===== src/rtl/st_width_adapter_32_to_8.sv =====
// Streaming width adapter: one 32-bit word in, up to four 8-bit symbols out, MSB symbol first.
// Optional error pass-through is enabled with `define ST_WIDTH_ADAPTER_ERROR_EN.
module st_width_adapter_32_to_8 (
    input  logic        clk,
    input  logic        reset_n,
    input  logic [31:0] in_data,
    input  logic        in_valid,
    output logic        in_ready,
    input  logic        in_startofpacket,
    input  logic        in_endofpacket,
    input  logic [1:0]  in_empty,
`ifdef ST_WIDTH_ADAPTER_ERROR_EN
    input  logic        in_error,
    output logic        out_error,
`endif
    output logic [7:0]  out_data,
    output logic        out_valid,
    input  logic        out_ready,
    output logic        out_startofpacket,
    output logic        out_endofpacket,
    output logic        state_address,
    output logic [1:0]  state_writedata,
    output logic        state_write,
    input  logic        state_waitrequest
);

    logic [31:0] data_r;
    logic        sop_r;
    logic        eop_r;
    logic [1:0]  last_r;
    logic        valid_r;
    logic [1:0]  byte_idx;

    logic        stall;
    logic        at_last;
    logic        accept;
    logic        emit;
    logic        valid_nxt;
    logic [1:0]  byte_idx_nxt;

    assign stall     = state_waitrequest;
    assign at_last   = (byte_idx == last_r);

    // Reload is allowed in the same cycle the final byte leaves, so words stream without bubbles.
    assign in_ready  = !stall && (!valid_r || (out_ready && at_last));
    assign out_valid = valid_r && !stall;
    assign accept    = in_valid && in_ready;
    assign emit      = out_valid && out_ready;

    always_comb begin
        valid_nxt    = valid_r;
        byte_idx_nxt = byte_idx;
        if (accept) begin
            valid_nxt    = 1'b1;
            byte_idx_nxt = 2'd0;
        end else if (emit) begin
            if (!at_last) begin
                byte_idx_nxt = byte_idx + 2'd1;
            end else begin
                valid_nxt = 1'b0;
            end
        end
    end

    always_comb begin
        out_data = data_r[31:24];
        case (byte_idx)
            2'd0:    out_data = data_r[31:24];
            2'd1:    out_data = data_r[23:16];
            2'd2:    out_data = data_r[15:8];
            default: out_data = data_r[7:0];
        endcase
    end

    assign out_startofpacket = sop_r && (byte_idx == 2'd0);
    assign out_endofpacket   = eop_r && at_last;

    // byte_idx is mirrored into the external state RAM on every change; a stall never changes it.
    assign state_address   = 1'b0;
    assign state_writedata = byte_idx_nxt;
    assign state_write     = (byte_idx_nxt != byte_idx);

    always_ff @(posedge clk or negedge reset_n) begin
        if (!reset_n) begin
            data_r   <= 32'd0;
            sop_r    <= 1'b0;
            eop_r    <= 1'b0;
            last_r   <= 2'd0;
            valid_r  <= 1'b0;
            byte_idx <= 2'd0;
        end else begin
            valid_r  <= valid_nxt;
            byte_idx <= byte_idx_nxt;
            if (accept) begin
                data_r <= in_data;
                sop_r  <= in_startofpacket;
                eop_r  <= in_endofpacket;
                last_r <= in_endofpacket ? (2'd3 - in_empty) : 2'd3;
            end
        end
    end

`ifdef ST_WIDTH_ADAPTER_ERROR_EN
    logic error_r;

    always_ff @(posedge clk or negedge reset_n) begin
        if (!reset_n) begin
            error_r <= 1'b0;
        end else if (accept) begin
            error_r <= in_error;
        end
    end

    assign out_error = error_r && out_valid;
`endif

endmodule


===== config.mk =====
export PLATFORM = sky130hd
export DESIGN_NAME = st_width_adapter_32_to_8
export DESIGN_NICKNAME = d
export VERILOG_FILES = /design/src/rtl/st_width_adapter_32_to_8.sv
export SDC_FILE = /design/constraint.sdc
export NUM_CORES = 1
export LEC_CHECK = 0
export ABC_AREA = 1
export BUFFER_PORTS_ARGS = -buffer_cell sky130_fd_sc_hd__buf_4
export CORE_ASPECT_RATIO = 1.5
export CORE_UTILIZATION = 40
export CTS_BUF_LIST = sky130_fd_sc_hd__clkbuf_4
export DETAILED_ROUTE_END_ITERATION = 16
export GPL_TIMING_DRIVEN = 0
export PLACE_DENSITY_LB_ADDON = 0.2
export SLEW_MARGIN = 20
export SYNTH_ARGS = -nofsm -noshare
export SYNTH_HDL_FRONTEND = slang
export SYNTH_SLANG_ARGS = --single-unit

===== constraint.sdc =====
create_clock -name clk -period 1.55 [get_ports clk]
set_input_delay 0.0775 -clock clk [delete_from_list [all_inputs] [get_ports clk]]
set_output_delay 0.0775 -clock clk [all_outputs]
set_load 0.05 [all_outputs]

; ---- Word level (Yosys, flattened, before mapping)
; Index checks and enable logic that the tools add are counted.
[word_totals]
input_bits = 41
register_bits = 39
elab_cells = 34
out_inout_bits = 16
[classes]
reduce_logical = 14
eq_ne = 4
n_mux = 8
add_sub_neg = 2
[op_table]
columns = op, n
row1 = 8-bit case mux with 3 select lines, 1
row2 = 2-bit two-way mux, 4
row3 = 1-bit logical AND, 7
row4 = 2-bit nonzero test, 2
row5 = 1-bit two-way mux, 3
row6 = 2-bit by 1-bit adder with 2-bit output (second input constant), 1
row7 = 2-bit by 1-bit == test with 1-bit output (second input constant), 1
row8 = 2-bit == test, 1
row9 = 2-bit == test (second input constant), 1
row10 = 1-bit zero test, 2
row11 = 2-bit zero test, 1
row12 = 2-bit != test, 1
row13 = 2-bit AND reduction, 1
row14 = 2-bit subtractor (first input constant), 1
row15 = 1-bit logical OR, 1

; ---- Depth between registers and ports, before layout
[logic_depth]
depth_word = 7
ltp_mapped = 10
mapped_depth_nobuf = 10

; ---- Least setup slack after synthesis
; Ideal clock, no wire load.
[synth_path]
path_type = register to output
from = register byte_idx[1]
to = output port out_data[0]
required_time_ns = 1.472
stages_incl_launch_ff = 7
setup_slack_ns = -0.680
arrival_time_ns = 2.152
n_path_buf = 1
cell_sequence = dfrtp_1 inv_2 ha_1 clkbuf_1 a22o_1 a21oi_1 o21ai_0
[synth_between]
elab_chain_len = 2
elab_cells_between_ends = 4
cone_classes = 2 x eq/ne / 1 x mux / 1 x reduce/logical
[synth_rtl]
columns = element, line_no
row1 = "start, declared", 32  ; logic [1:0] byte_idx;
row2 = "start signal, assigned", 93  ; byte_idx <= byte_idx_nxt;
row3 = "2-bit == test, or another cell as far along", 67  ; case (byte_idx)
row4 = 8-bit case mux with 3 select lines (*), 67
row5 = "end, declared", 16  ; output logic [7:0] out_data,
; Every way passes the cells marked *; elsewhere a longest branch is shown, timed or not.

; ---- Worst setup path in the final report
[layout_path]
from = register byte_idx[1]
to = output port state_write
[layout_between]
elab_chain_len = 7
elab_cells_between_ends = 10
cone_classes = 1 x add/sub / 2 x eq/ne / 3 x mux / 4 x reduce/logical
[layout_rtl]
columns = element, line_no
row1 = branches (longest 6 deep; another with 2-bit by 1-bit adder with 2-bit output), --
row2 = 2-bit != test (*), 81  ; assign state_write = (byte_idx_nxt != byte_idx);
row3 = "end, declared", 23  ; output logic state_write,
; Every way passes the cells marked *.

==> out/metrics.cfg <==
[yosys]
ys_ff_latch=39
seq_area_frac_synth_pct=49.3
synthArstFlopShare_pct=100
synthCells=242
ys_types=23
synth_common_cells=nand2_1, dfrtp_1, nand3_1, a21oi_1, inv_1
synth.most_common_cell=nand2_1
synth_area_leader_cell=dfrtp_1
synth_top_area_share_pct=49.3
yosysWarnings=0
synth_ff_type=dfrtp_1
netlist_top_cells_area=dfrtp_1, nand2_1, nand3_1, a22o_1, a21oi_1
synth_edf_count=0
syn-num-nets=287
syn_area_um2=1980
synth.avg_cell_area_um2=8.18

[floorplanning]
core_um2=4810
initial_core_util_pct=41.2
die_w_um=59.5
die_h_um=88.2
die_area_um2=5240
rows=31
ios=57

[timing]
clock_skew_ns=0.0127
timing.final.crit_share_pct=125
tightest_slew_ns=0.666
rsz0062_at_grt=true
relSlewSlack_pct=55.6
period_minus_slack_ns=1.94
slew_viol_final=0
timing.final.ws_setup_ns=-0.393
max_freq_mhz=515
timing.setup.tns_ns=-9.51
hold_ws_ns=0.0422
finalHoldViolations=0
setup_viol_count_final=49

[global_route]
grt_pass1_vias=2190
grt_max_degree=40
grt_pass1_wl_mm=9.89
antenna_found_initial=0
overflow=0
grtUsageTotal_pct=25.9

[clock_network]
cts_sinks=39
cts_buffers=5
clock_tree.buffer_depth=2
cts_root_buf=clkbuf_4
cts_tree=yes
htreeDepth=2
clkLatencyLatePin_ns=0.35
clk_pin_slew_ns=0.12

[final_layout]
areaGrowthSynthToFinish_pct=80.7
drive_gt1_share_pct=49.6
fill_cells=375
n_antenna_cell=0
final_nets=409
stdcell_count=431

[placed_design]
hpwl_mm=3.59
place_ws_ns=-0.285
place_congestion=0.817
dp.cells=362
portBuffers=54

[run_status]
status=finished with violations
violations=setup timing

[detailed_routing]
wl_per_cell_um=15.8
ant_nets=0
drc=0
firstDrtPassIters=4
totalWireLength_mm=6.82
drtIter0Drc=67
vias=2142
viasPerCell=4.97

[critical_path]
startpoint=byte_idx[1]
crit_path_end_kind=output port
crit_fanout=6
crit_end=state_write
critPathMaxStageDelay_ns=0.48
worstSetupPathType=flop to output port
reg2reg_slack_ns=-0.22
path_cells=inv_4 > nand2_4 > nand2_4 > nand3_4 > nand2_4 > nand3_4 > buf_6 > nand3_2 > nand3_2 > buf_8
cp_slowest_cell=dfrtp_2
cp_top_family=simple AND/OR/NAND/NOR gates
critical_path.most_common_cell=nand2_4
arrival_ns=1.87
worstReg2RegStart=byte_idx[1]
crit_buf_inv=3
r2r_cells=12
crit_required_ns=1.47
worstReg2RegEnd=last_r[0]
startpoint_type=flop
worst-path-stages=10

[power]
worst_ir_drop_vdd_v=0.00109
p_leak_nw=1.74
pwr_density_cell_nw_per_um2=1900
power_mw=6.82

[run]
cap_violations=0

[hold_path]
hold_start=in_endofpacket
hp-class=input pin to flop

[final cells by class]
type	count	area, um^2	share of cell area [%]
Sequential cell	39	978	27.3
Multi-Input combinational cell	174	1220	34.1
Clock inverter	1	5.00	0.140
Tap cell	66	82.6	2.31
Timing Repair Buffer	118	1080	30.3
Buffer	13	103	2.87
Clock buffer	7	52.6	1.47
Inverter	13	53.8	1.50
[cell families after synthesis]
family | Yosys count | synth area share (%)
XOR/XNOR | 1 | 0.442
AO/OA/AOI/OAI | 28 | 9.16
adder cells (fa/ha/maj) | 4 | 2.53
AND/OR/NAND/NOR | 140 | 31.0
flip-flops | 39 | 49.3
buffers and inverters | 29 | 7.39
other | 1 | 0.189
[through the flow]
step	utilization (%)	area, um^2
5_1_grt	74.4	3580
4_1_cts	69.8	3360
3_5_place_dp	52.9	2540
6_report	74.4	3580
2_1_floorplan	-	2050
3_3_place_gp	52.9	2540
[where the power goes]
group / switching (mW) / total [mW] / internal, mW
Combinational: 2.58 / 4.41 / 1.83
Clock: 0.339 / 0.551 / 0.212
Sequential: 0.372 / 1.86 / 1.48
Total: 3.29 / 6.82 / 3.53
[per-layer routing]
metal  wire length, um  GRT usage (%)
met5                 0              0
met4               152           8.87
met3               187           3.84
met2              3970           48.5
met1              2520           29.0
[sequential cells by signal (all words and copies together), names as in the netlist]
name	cells
data_r	32
sop_r	1
last_r	2
eop_r	1
byte_idx	2
valid_r	1
[worst min-delay path by stage]
| stage | to | cells after the start | slack, ns |
|---|---|---|---|
| floorplan | byte_idx[0] | 0 | -0.22 |
| global placement | data_r[2] | 1 | 0.07 |
| detailed placement | eop_r | 1 | 0.08 |
| CTS | eop_r | 3 | 0.005 |
| global route | eop_r | 3 | 0.06 |
| finish | eop_r | 3 | 0.04 |
[timing repair]
| action | 4_1_cts | 5_1_grt |
|---|---|---|
| endpoints found under the hold margin | 74 | 0 |
| setup buffers | 18 | 7 |
| endpoints found under the setup margin | 43 | 50 |
| cloned | 2 | 2 |
| resized for setup | 61 | 45 |
| hold buffers | 36 | 0 |
| pin swaps | 25 | 17 |
[placed cells by master (no fill, tap or decap), drive strengths merged]
cell,netlist,final
nand2,96,96
buf,10,91
dfrtp,39,39
nand3,39,39
dlygate4sd3,0,36
inv,13,13
a21oi,11,11
clkbuf,6,11
o21ai,9,9
a22o,8,8
ha,4,4
nor2,3,3
and3,1,1
xor2,1,1
nand4,1,1
conb,1,1
clkinv,0,1
[tightest hold or removal path, cell delays in order]
cell and delay (ns):
buf_4 0.07, inv_1 0.06, o21ai_1 0.14
No activity file was read; power rests on OpenSTA's default activity.
